[config.mk]
export PLATFORM = sky130hd
export DESIGN_NAME = vector_addsub_pipe
export DESIGN_NICKNAME = d
export VERILOG_FILES = /design/src/rtl/fixed_point_pkg.sv /design/src/rtl/vector_addsub_pipe_pkg.sv /design/src/rtl/fixed_point_addsub_sat.sv /design/src/rtl/vector_addsub_pipe.sv
export SDC_FILE = /design/constraint.sdc
export NUM_CORES = 1
export LEC_CHECK = 0
export CAP_MARGIN = 40
export CORE_ASPECT_RATIO = 1.25
export CORE_UTILIZATION = 35
export CTS_BUF_LIST = sky130_fd_sc_hd__clkbuf_4
export CTS_CLUSTER_DIAMETER = 30
export DETAILED_ROUTE_END_ITERATION = 8
export PLACE_DENSITY = 0.66
export SYNTH_ARGS = -nofsm -noshare
export SYNTH_HDL_FRONTEND = slang
export SYNTH_SLANG_ARGS = --single-unit
[constraint.sdc]
create_clock -name clk -period 15.5 [get_ports clk]
set_clock_uncertainty 0.15 [all_clocks]
set_input_delay 3.1 -clock clk [delete_from_list [all_inputs] [get_ports clk]]
set_output_delay 3.1 -clock clk [all_outputs]
set_load 0.02 [all_outputs]
[src/rtl/fixed_point_pkg.sv]
// Shared signed fixed-point definitions: default component width, lane count
// and the saturation limits used by the per-lane adders.
package fixed_point_pkg;

  localparam int FP_WIDTH  = 32;
  localparam int DEF_LANES = 3;

  typedef logic [FP_WIDTH-1:0] fixed_point_t;

  localparam fixed_point_t FP_SAT_MAX = 32'h7FFF_FFFF;
  localparam fixed_point_t FP_SAT_MIN = 32'h8000_0000;

  // 64-bit limits so narrower widths can take their top WIDTH bits.
  localparam logic [63:0] FP_SAT_MAX_64 = 64'h7FFF_FFFF_FFFF_FFFF;
  localparam logic [63:0] FP_SAT_MIN_64 = 64'h8000_0000_0000_0000;

endpackage

[src/rtl/vector_addsub_pipe_pkg.sv]
// Vector packing for the add/sub pipe: lane 0 (x) sits in the MSBs.
package vector_addsub_pipe_pkg;
  import fixed_point_pkg::*;

  typedef logic [DEF_LANES*FP_WIDTH-1:0] vec_t;
  typedef logic [DEF_LANES-1:0]          lane_mask_t;

  function automatic int lane_lsb(input int lane, input int lanes, input int width);
    return (lanes - 1 - lane) * width;
  endfunction

endpackage

[src/rtl/fixed_point_addsub_sat.sv]
// One lane of signed two's-complement add/sub with optional saturation.
module fixed_point_addsub_sat
  import fixed_point_pkg::*;
#(
  parameter int WIDTH = FP_WIDTH
) (
  input  logic [WIDTH-1:0] op1_i,
  input  logic [WIDTH-1:0] op2_i,
  input  logic             mode_i,
  input  logic             saturate_i,
  output logic [WIDTH-1:0] result_o,
  output logic             overflow_o
);

  localparam logic [WIDTH-1:0] SAT_MAX = FP_SAT_MAX_64[63 -: WIDTH];
  localparam logic [WIDTH-1:0] SAT_MIN = FP_SAT_MIN_64[63 -: WIDTH];

  logic [WIDTH-1:0] op2_eff;
  logic [WIDTH-1:0] raw;

  assign op2_eff    = mode_i ? ~op2_i : op2_i;
  assign raw        = op1_i + op2_eff + {{(WIDTH-1){1'b0}}, mode_i};
  assign overflow_o = (op1_i[WIDTH-1] == op2_eff[WIDTH-1]) && (raw[WIDTH-1] != op1_i[WIDTH-1]);

  // Overflow direction always follows op1's sign.
  always_comb begin
    result_o = raw;
    if (saturate_i && overflow_o) begin
      result_o = op1_i[WIDTH-1] ? SAT_MIN : SAT_MAX;
    end
  end

endmodule

[src/rtl/vector_addsub_pipe.sv]
// Pipelined vector add/sub: arithmetic in stage 1, pure delay stages after,
// global stall enable, per-lane overflow and a sticky overflow status bit.
module vector_addsub_pipe
  import fixed_point_pkg::*;
  import vector_addsub_pipe_pkg::*;
#(
  parameter int LANES   = DEF_LANES,
  parameter int WIDTH   = FP_WIDTH,
  parameter int LATENCY = 2
) (
  input  logic                   clk,
  input  logic                   reset,
  input  logic                   in_valid,
  output logic                   in_ready,
  input  logic [LANES*WIDTH-1:0] op1,
  input  logic [LANES*WIDTH-1:0] op2,
  input  logic                   mode,
  input  logic                   saturate,
  output logic                   out_valid,
  input  logic                   out_ready,
  output logic [LANES*WIDTH-1:0] result,
  output logic [LANES-1:0]       lane_overflow,
  output logic                   overflow,
  input  logic                   clr_sticky,
  output logic                   overflow_sticky
);

  localparam int VW = LANES * WIDTH;

  logic             en;
  logic [VW-1:0]    data_d;
  logic [LANES-1:0] lovf_d;
  logic             valid_q [LATENCY];
  logic [VW-1:0]    data_q  [LATENCY];
  logic [LANES-1:0] lovf_q  [LATENCY];
  logic             sticky_d, sticky_q;

  assign en       = !valid_q[LATENCY-1] || out_ready;
  assign in_ready = en;

  for (genvar l = 0; l < LANES; l++) begin : g_lane
    localparam int LSB = lane_lsb(l, LANES, WIDTH);
    fixed_point_addsub_sat #(.WIDTH(WIDTH)) u_lane (
      .op1_i      (op1[LSB +: WIDTH]),
      .op2_i      (op2[LSB +: WIDTH]),
      .mode_i     (mode),
      .saturate_i (saturate),
      .result_o   (data_d[LSB +: WIDTH]),
      .overflow_o (lovf_d[LANES-1-l])
    );
  end

  // Bubbles travel like beats, so stage-1 valid simply follows in_valid.
  always_ff @(posedge clk or posedge reset) begin
    if (reset) begin
      for (int s = 0; s < LATENCY; s++) begin
        valid_q[s] <= 1'b0;
        data_q[s]  <= '0;
        lovf_q[s]  <= '0;
      end
    end else if (en) begin
      valid_q[0] <= in_valid;
      data_q[0]  <= data_d;
      lovf_q[0]  <= lovf_d;
      for (int s = 1; s < LATENCY; s++) begin
        valid_q[s] <= valid_q[s-1];
        data_q[s]  <= data_q[s-1];
        lovf_q[s]  <= lovf_q[s-1];
      end
    end
  end

  assign out_valid     = valid_q[LATENCY-1];
  assign result        = data_q[LATENCY-1];
  assign lane_overflow = out_valid ? lovf_q[LATENCY-1] : '0;
  assign overflow      = |lane_overflow;

  // Set wins over clear when both happen on the same edge.
  always_comb begin
    sticky_d = sticky_q;
    if (clr_sticky) sticky_d = 1'b0;
    if (out_valid && out_ready && overflow) sticky_d = 1'b1;
  end

  always_ff @(posedge clk or posedge reset) begin
    if (reset) sticky_q <= 1'b0;
    else       sticky_q <= sticky_d;
  end

  assign overflow_sticky = sticky_q;

endmodule

[After elaboration in Yosys (flattened, before gate mapping)]
Cells that the tools add are included.
Operators by class
  reductions and logical operators: 12
  multipliers: 0
  bitwise gates (word level): 3
  div/mod/pow operators: 0
  equal/unequal tests: 6
  order comparisons: 0
  mux-type cells: 12
  $add $sub $neg: 6
  shift operators: 0
Operators with widths (count)
  $mux W32: 9
  $add A32 B1 Y32: 3
  $add A32 B32 Y32: 3
  $not A32 Y32: 3
  $logic_and A1 B1 Y1: 8
  $eq A1 B1 Y1: 3
  $mux W3: 1
  $ne A1 B1 Y1: 3
  $reduce_or A3 Y1: 1
  $mux W1: 2
  $reduce_bool A2 Y1: 1
  $logic_not A1 Y1: 1
  $logic_or A1 B1 Y1: 1
Storage, ports and cells
  memories: 0
  register bits after elaboration: 201
  latch bits: 0
  RAM bits: 0
  ROM bits: 0
  output and inout port bits: 103
  logic and storage cells: 46
  bits of input ports: 199

[Longest topological paths before layout]
Gate-level depths: netlist of the first run.
  depth in word-level cells: 8
  gate-level depth with buffers: 17
  depth with buffers taken out: 11

[Cells and area by module]
A second synthesis of the first run with hierarchy kept.
Unflattened totals
  cells, all modules: 1528
  area total of the unflattened synthesis: 16076.7 µm²
By module, submodules not included
  vector_addsub_pipe: instances 1, cells each 529, area an instance 8998.6 µm², sequential area each 5029.8 µm²
  fixed_point_addsub_sat at g_lane[2].u_lane: instances 1, cells each 339, area an instance 2462.4 µm², sequential area each 0.0 µm²
  fixed_point_addsub_sat at g_lane[1].u_lane: instances 1, cells each 338, area an instance 2339.7 µm², sequential area each 0.0 µm²
  fixed_point_addsub_sat at g_lane[0].u_lane: instances 1, cells each 322, area an instance 2275.9 µm², sequential area each 0.0 µm²

[Worst setup path before layout of the first run]
Ideal clock, no wire load.
  path type: input port to output port
  start: input out_ready
  end: output in_ready
  cell stages on the path: 5
  data arrival time: 4.070 ns
  buffers on the path: 3
  required time: 12.250 ns
  slack: 8.180 ns
  cell sequence: nor2b_1 clkbuf_1 inv_1 clkbuf_1 clkbuf_1
Between the ends
  longest elaborated chain between the ends: 1
Ends and longest elaborated chain
  start: declaration: line vector_addsub_pipe.sv:20  | input logic out_ready,
  $logic_or A1 B1 Y1: line vector_addsub_pipe.sv:38  | assign en = !valid_q[LATENCY-1] || out_ready;
  end: declaration: line vector_addsub_pipe.sv:14  | output logic in_ready,
Every way passes these cells.

[Worst setup path in the final report of the first run]
Same ends and word-level chain as after synthesis.

==> run summary, run 1 <==
Detailed Routing Iterations Pass 1 = 5
Final ANT Viol Nets = 0
Clock Path Buffers = 3
Core Util, Final = 44.3%
Synth warnings = 0
GR Util met2 = 34.6%
Max-cap violations = 0
Worst Path Max Fanout = 76
FFs w/ async S/R, synth = 100%
PortBufs = 301
Placed cell count = 2384
Clk sinks = 201
Slew Limit Headroom = 40.3%
Post-DP Area = 17200 µm²
Residual DRC = 0
EDFF count, synth = 0
Design Power = 2.29 mW
Status = finished clean
DR vias = 12600
Buf+Inv Stages, Crit Path = 4
Area growth, synth to finish = 24.4%
Cell Chain, Critical Path = clkdlybuf4s50_1, nor2b_4, buf_4, inv_6, clkdlybuf4s50_1
CP peak stage delay = 0.64 ns
RSZ-0062 raised after global routing = no
Setup bufs post-CTS = 0
Worst slew pin tran = 0.895 ns
Initial antenna violation count = 1
Largest net degree at the start of global routing = 96
IR Drop Worst-Case VDD = 0.0633 mV
Met3 Track Usage GR = 3.90%
Post-synthesis sequential area ratio = 35.0%
GR Overflow Total = 0
Global routing's busiest layer = met2
Post-cts sizing count = 0
Crit. End Element = output pin
Num CTS Buffers = 60
Final setup fails = 0
Tcrit/Tclk final = 55.4%
Power Dens Cells = 128 nW/µm²
Drt initial violations = 570
Worst-path clk slew = 0.05 ns
Yosys top cell area share = 35.0%
CTS tree = yes
Fillers = 4024
Post-placement setup slack = 6.91 ns
Worst path required time = 12.25 ns
Slew Viols, Final = 0
Vias in the first global route = 12700
Hold_buf cts = 0
Starting Density = 35.6%
Root Driver = clkbuf_4
HP Class = reg2reg
Crit-path leading delay family = buffers and inverters
Syn_nets = 2000
Slowest CP cell = clkdlybuf4s50_1
First-pass GRT wire length = 65400 µm
Final non-filler cell total = 2488
Finished Cell Area = 17900 µm²
Number of library cell types mapped by synthesis = 80
H-tree levels = 2
Leakage = 8.28 nW
Final Hold Slack = 0.315 ns
Layout cells sized above 1 = 7.06%
Most area-hungry cell type in the Yosys netlist = dfrtp_1
Die area = 41900 µm²
# IOs = 302
Setup tns final = 0 ns
Worst skew pair latency = 0.71 ns
CP startpoint kind = primary input
Cell area after synthesis = 14400 µm²
Routed wire length = 40800 µm
Post-synthesis area per instance = 8.43 µm²
Die Width = 183 µm
Met1 Use GR = 22.6%
GPL Wtd Cong = 0.905
FP Rows = 82
Fmax = 0.116 GHz
Hold Violations, Final = 0
Final Worst Setup Slack = 6.91 ns
Tmin final = 8.59 ns
Yosys reg bits = 201
Number of vias per cell = 5.07
Prevailing post-synth register cell = dfrtp_1
Worst path most repeated cell = clkdlybuf4s50_1
Core Footprint = 40300 µm²
Gate Count Post-Synth = 1705
Worst path arrival time = 5.34 ns
Total GRT Usage = 19.3%
Crit Path Class = in2out
Post-DP HPWL = 30300 µm
Largest cells by area after synthesis = dfrtp_1, nand2_1, ha_1
Drt wl/cell = 16.4 µm
Final nets = 2195
Die Ht = 229 µm
==> worst register-to-register path, stage by stage, from the launching register on <==
cell     delay, ns
dfrtp_1       0.42
nor2b_4       0.14
buf_4         0.33
inv_6         0.47
buf_4         0.65
nand3_1       0.32
nor2_4        0.60
a221o_1       0.23
==> metal layers <==
metal / share of wire (%) / wire length (µm)
met5: 0 / 0
met4: 2.9 / 1180
met3: 5.7 / 2310
met2: 50 / 20500
met1: 41 / 16800
==> report_power, final <==
part           leakage [nW]  switching, mW  internal [mW]  total [mW]
combinational          5.45          0.546          0.450       0.996
sequential             2.39          0.103          0.699       0.802
clock                 0.434          0.238          0.251       0.489
total                  8.28          0.887           1.40        2.29
==> state kept, by name, summed over array words and instances (netlist names) <==
signal and cells:
overflow_sticky 1, lovf_q 6, result 96, valid_q 1, data_q 96, out_valid 1
==> kinds of logic (layout without fill, tap and decap cells) <==
logic type / after synthesis / in the layout / share of synthesized area, %
fa+ha+maj: 96 / 96 / 8.52
buf+inv: 210 / 446 / 8.48
compound gates: 393 / 393 / 18.5
mux: 11 / 11 / 0.836
xor+xnor: 174 / 174 / 10.6
flops: 201 / 201 / 35.0
other cells: 0 / 1 / 0
simple gates: 620 / 620 / 18.1
==> cell type report <==
type / instances / area [µm²] / share of cell area, %
inverters: 29 / 121 / 0.679
clock buffers: 78 / 586 / 3.28
clock inverters: 25 / 133 / 0.742
diodes: 1 / 2.50 / 0.0140
multi-input cells: 1294 / 8150 / 45.6
well taps: 546 / 683 / 3.82
repair buffers: 314 / 3170 / 17.7
flip-flops and latches: 201 / 5030 / 28.1
==> cell usage after synthesis, drive strengths merged, types with 3 or more instances <==
cell	n
o221ai	3
nor2	135
or2	3
o211ai	11
inv	29
xnor2	53
xor2	121
ha	93
nand2	369
a31oi	15
a41oi	4
o21bai	13
and4	3
a21oi	142
nor3	15
a221o	29
buf	118
a31o	8
dfrtp	201
a21boi	4
nand4	17
and2	12
nor3b	4
mux2	5
nand3	28
mux2i	6
o21a	7
o31ai	7
nand2b	11
clkbuf	63
fa	3
or3	3
o21ai	42
o22ai	13
a21o	55
nor2b	3
a211oi	12
and3	11
==> final timing paths <==
path / depth (start not counted) / from / slack (ns) / endpoint
worst max-delay path: 5 / out_ready / 6.91 / in_ready
max in group asynchronous: 5 / reset / 11.14 / data_q[119]$_DFFE_PP0P_
worst max register to register: 7 / out_valid$_DFFE_PP0P_ / 12.08 / data_q[115]$_DFFE_PP0P_
worst min-delay path: 2 / result[61]$_DFFE_PP0P_ / 0.32 / result[61]$_DFFE_PP0P_
min in group asynchronous: 2 / reset / 2.61 / result[80]$_DFFE_PP0P_
worst min register to register: 2 / result[61]$_DFFE_PP0P_ / 0.32 / result[61]$_DFFE_PP0P_
==> placed cells by master (no fill, tap or decap), types with 14 or more instances in the layout <==
cell,synthesis,final
nand2_1,369,369
clkdlybuf4s50_1,0,300
dfrtp_1,201,201
a21oi_1,141,141
nor2_1,134,134
xor2_1,121,121
ha_1,93,93
clkbuf_4,0,78
a21o_1,55,55
xnor2_1,53,53
o21ai_0,40,40
a221o_1,29,29
nand3_1,28,28
inv_1,29,27
nand4_1,17,17
nor3_1,15,15
a31oi_1,14,14
clkinv_1,0,14
Note: power is estimated with default switching activity, not from simulation.
==> run 2, diff against run 1 <==
clock period = 8.7 ns   (was 15.5 ns; I/O delays follow)
==> run summary, run 2 (synthesis gave the netlist of run 1 again) <==
Status = finished clean
GR Overflow Total = 0
Multi-input logic area = 8150 µm²
CP peak stage delay = 0.63 ns
Worst path depth = 5
Max-cap violations = 0
Tmin final = 5.66 ns
Routed wire length = 40700 µm
Clk sinks = 201
Setup bufs post-CTS = 0
DR vias = 12600
Tcrit/Tclk final = 65.1%
Worst skew pair latency = 0.74 ns
PortBufs = 301
Largest net degree at the start of global routing = 78
Worst r2r path cells = 7
Worst-path clk slew = 0.06 ns
Final setup fails = 0
Num CTS Buffers = 61
Power Dens Cells = 230 nW/µm²
Leakage = 8.32 nW
Reg area = 5030 µm²
Most frequent cells in the layout = nand2_1, clkdlybuf4s50_1, dfrtp_1
Cell Chain, Critical Path = clkdlybuf4s50_1, nor2b_4, buf_4, inv_6, clkdlybuf4s50_1
Core Util, Final = 44.5%
Slowest CP cell = clkdlybuf4s50_1
Initial antenna violation count = 2
CP startpoint kind = primary input
Area growth, synth to finish = 25.0%
First-pass GRT wire length = 64800 µm
Worst path arrival time = 3.77 ns
Worst Path Max Fanout = 54
Sequential power share = 34.6%
Design Power = 4.12 mW
Crit Path Class = in2out
CTS tree = yes
Crit. End Element = output pin
Residual DRC = 0
Die Ht = 229 µm
Layout cells sized above 1 = 7.54%
Hold Violations, Final = 0
Post-cts sizing count = 0
Switching Fraction = 38.1%
Final ANT Viol Nets = 0
Setup tns final = 0 ns
Die area = 41900 µm²
Clock power share = 22.5%
Core Footprint = 40300 µm²
Final nets = 2198
Slew Viols, Final = 0
FP Rows = 82
Die Width = 183 µm
Drt initial violations = 530
Detailed Routing Iterations Pass 1 = 5
Total GRT Usage = 19.3%
HP Class = reg2reg
Commonest non-fill, non-tap cell in the layout = nand2_1
Crit-path leading delay family = buffers and inverters
Fmax = 0.177 GHz
# IOs = 302
H-tree levels = 2
Net Switching = 1.57 mW
Clock Path Buffers = 3
Hold_buf cts = 0
Worst path required time = 6.81 ns
RSZ-0062 raised after global routing = no
Worst slew pin tran = 0.748 ns
Worst Hold Depth = 2
Starting Density = 35.6%
Internal Pwr Total = 2.55 mW
Fillers = 4035
Worst path most repeated cell = clkdlybuf4s50_1
GPL Wtd Cong = 0.914
Logic pwr share = 42.9%
Buf+Inv Stages, Crit Path = 4
Root Driver = clkbuf_4
Post-DP HPWL = 30800 µm
Drt wl/cell = 16.3 µm
Number of vias per cell = 5.05
IR Drop Worst-Case VDD = 0.117 mV
Vias in the first global route = 12800
Slew Limit Headroom = 50.1%
## run 2: power groups by stage
stage / Combinational, mW / Clock [mW] / Sequential, mW
2_1_floorplan: 1.33 / 0 / 1.38
3_3_place_gp: 1.74 / 0 / 1.44
3_5_place_dp: 1.78 / 0 / 1.44
4_1_cts: 1.78 / 0.975 / 1.43
5_1_grt: 1.94 / 1.02 / 1.46
6_report: 1.77 / 0.929 / 1.42
## run 2: metrics by stage
stage / hold slack, ns / cells / setup WS, ns / cell area [µm²]
after floorplan: 0.280 / 1705 / 1.33 / 14400
after global placement: 0.293 / 2382 / 2.42 / 17100
after detailed placement: 0.305 / 2386 / 2.64 / 17200
after CTS: 0.288 / 2495 / 2.99 / 18000
after global routing: 0.333 / 2496 / 2.90 / 18000
final: 0.304 / 2497 / 3.04 / 18000
## run 2: metal layers
metal / track usage (%) / vias to the layer above / routed length, µm
met5: 0 / - / 0
met4: 10.1 / 0 / 1860
met3: 3.97 / 95 / 2420
met2: 33.3 / 407 / 20000
met1: 22.3 / 5891 / 16400
li1: - / 6216 / -
## run 2: final cells by class
class / instances / area share, %
Clock inverter: 26 / 0.913
Sequential cell: 201 / 28.0
Inverter: 29 / 0.676
Antenna cell: 2 / 0.0279
Clock buffer: 83 / 3.47
Multi-Input combinational cell: 1294 / 45.4
Timing Repair Buffer: 316 / 17.7
Tap cell: 546 / 3.80
## run 2: worst paths after layout
kind	endpoint	startpoint	slack, ns
max	in_ready	out_ready	3.04
max in group asynchronous	result[61]$_DFFE_PP0P_	reset	5.90
min reg2reg	result[64]$_DFFE_PP0P_	data_q[160]$_DFFE_PP0P_	0.30
max reg2reg	data_q[120]$_DFFE_PP0P_	out_valid$_DFFE_PP0P_	5.59
min in group asynchronous	data_q[169]$_DFFE_PP0P_	reset	1.34
min	result[64]$_DFFE_PP0P_	data_q[160]$_DFFE_PP0P_	0.30
## run 2: worst min-delay path, delay by kind of cell (launching register included)
family	cells	cell delay [ns]
flops	1	0.35
simple gates	2	0.10
==> run 3, diff against run 2 <==
clock period = 5.6 ns   (was 8.7 ns; I/O delays follow)
==> run summary, run 3 (synthesis gave the netlist of run 1 again) <==
Crit. End Element = register
Fmax = 0.227 GHz
FP Rows = 82
Setup bufs post-CTS = 0
Worst skew pair latency = 0.73 ns
Final nets = 2210
Drt initial violations = 568
Clock Path Buffers = 3
First-pass GRT wire length = 66800 µm
Crit Path Class = in2reg
Slew Limit Headroom = 44.6%
Initial antenna violation count = 1
Die area = 41900 µm²
H-tree levels = 2
Detailed Routing Iterations Pass 1 = 5
Starting Density = 35.6%
Commonest non-fill, non-tap cell in the layout = nand2_1
HP Class = reg2reg
Power Dens Cells = 355 nW/µm²
GPL Wtd Cong = 0.919
Hold_buf cts = 0
Total GRT Usage = 19.8%
CTS tree = yes
Max-cap violations = 0
Worst Path Max Fanout = 46
Routed wire length = 41400 µm
Number of vias per cell = 5.05
Core Footprint = 40300 µm²
Status = finished clean
IR Drop Worst-Case VDD = 0.178 mV
Num CTS Buffers = 61
Design Power = 6.41 mW
DR vias = 12600
Vias in the first global route = 13100
Residual DRC = 0
Die Width = 183 µm
Layout cells sized above 1 = 8.21%
Most frequent cells in the layout = nand2_1, clkdlybuf4s50_1, dfrtp_1
Leakage = 8.37 nW
Post-cts sizing count = 0
Hold Violations, Final = 0
Reg area = 5030 µm²
Drt wl/cell = 16.5 µm
CP startpoint kind = primary input
Die Ht = 229 µm
# IOs = 302
Worst path arrival time = 4.89 ns
Fillers = 3982
Largest net degree at the start of global routing = 83
Area growth, synth to finish = 25.5%
Multi-input logic area = 8150 µm²
GR Overflow Total = 0
Final setup fails = 0
Tcrit/Tclk final = 78.8%
Worst slew pin tran = 0.828 ns
PortBufs = 301
Worst path required time = 6.08 ns
Slew Viols, Final = 0
RSZ-0062 raised after global routing = no
Post-DP HPWL = 30900 µm
Worst-path clk slew = 0.06 ns
Clk sinks = 201
Final ANT Viol Nets = 0
Tmin final = 4.41 ns
Setup tns final = 0 ns
Root Driver = clkbuf_4
run 3: cell count changes in the layout (fill, tap and decap cells not counted), moves of 2 or more:
cell and delta:
buf_8 -2, buf_4 +11, clkinv_1 -3, clkinv_2 +2, buf_12 +4, clkinvlp_4 +2
run 3: final cells by class:
class / instances / area share [%]
Multi-Input combinational cell: 1294 / 45.2
Timing Repair Buffer: 328 / 18.2
Sequential cell: 201 / 27.9
Tap cell: 546 / 3.79
Clock buffer: 84 / 3.50
Antenna cell: 1 / 0.0139
Clock inverter: 24 / 0.756
Inverter: 29 / 0.652
run 3: critical path, cell delays in order:
cell	delay [ns]
buf_4	0.61
buf_12	0.33
xor2_1	0.18
ha_1	0.32
a21oi_1	0.24
o21ai_0	0.19
a41oi_2	0.27
o21ai_2	0.16
a2111oi_4	0.50
nor4_1	0.14
o21ai_2	0.13
buf_4	0.35
o21ai_0	0.14
a21oi_1	0.15
run 3: per-layer routing:
metal | vias to the layer above | GRT usage [%] | part of all wire [%]
met3 | 88 | 3.89 | 5.4
met4 | 0 | 7.92 | 3.3
met2 | 382 | 35.7 | 50
met1 | 5946 | 22.8 | 41
li1 | 6233 | - | -
met5 | - | 0 | 0
run 3: final timing paths:
check | start | end | slack, ns | cells past startpoint
setup / recovery | mode | data_q[188]$_DFFE_PP0P_ | 1.19 | 14
hold / removal | data_q[191]$_DFFE_PP0P_ | result[95]$_DFFE_PP0P_ | 0.29 | 2
setup reg to reg | out_valid$_DFFE_PP0P_ | data_q[119]$_DFFE_PP0P_ | 2.68 | 6
hold reg to reg | data_q[191]$_DFFE_PP0P_ | result[95]$_DFFE_PP0P_ | 0.29 | 2
max in group asynchronous | reset | data_q[98]$_DFFE_PP0P_ | 3.97 | 3
min in group asynchronous | reset | result[69]$_DFFE_PP0P_ | 0.59 | 2
run 3: through the flow:
step / util (%) / setup slack, ns / area [µm²] / hold slack [ns] / std cells
after floorplan: - / 0.563 / 14400 / 0.280 / 1705
after global placement: 42.7 / 0.580 / 17200 / 0.290 / 2396
final: 44.7 / 1.19 / 18000 / 0.295 / 2507
after global routing: 44.7 / 0.887 / 18000 / 0.323 / 2507
after CTS: 44.7 / 1.22 / 18000 / 0.286 / 2506
after detailed placement: 42.8 / 0.455 / 17300 / 0.304 / 2398
run 3: where the power goes:
part / total [mW] / internal, mW / switching (mW)
combinational: 2.77 / 1.26 / 1.51
sequential: 2.21 / 1.93 / 0.278
clock: 1.42 / 0.742 / 0.682
total: 6.41 / 3.94 / 2.47
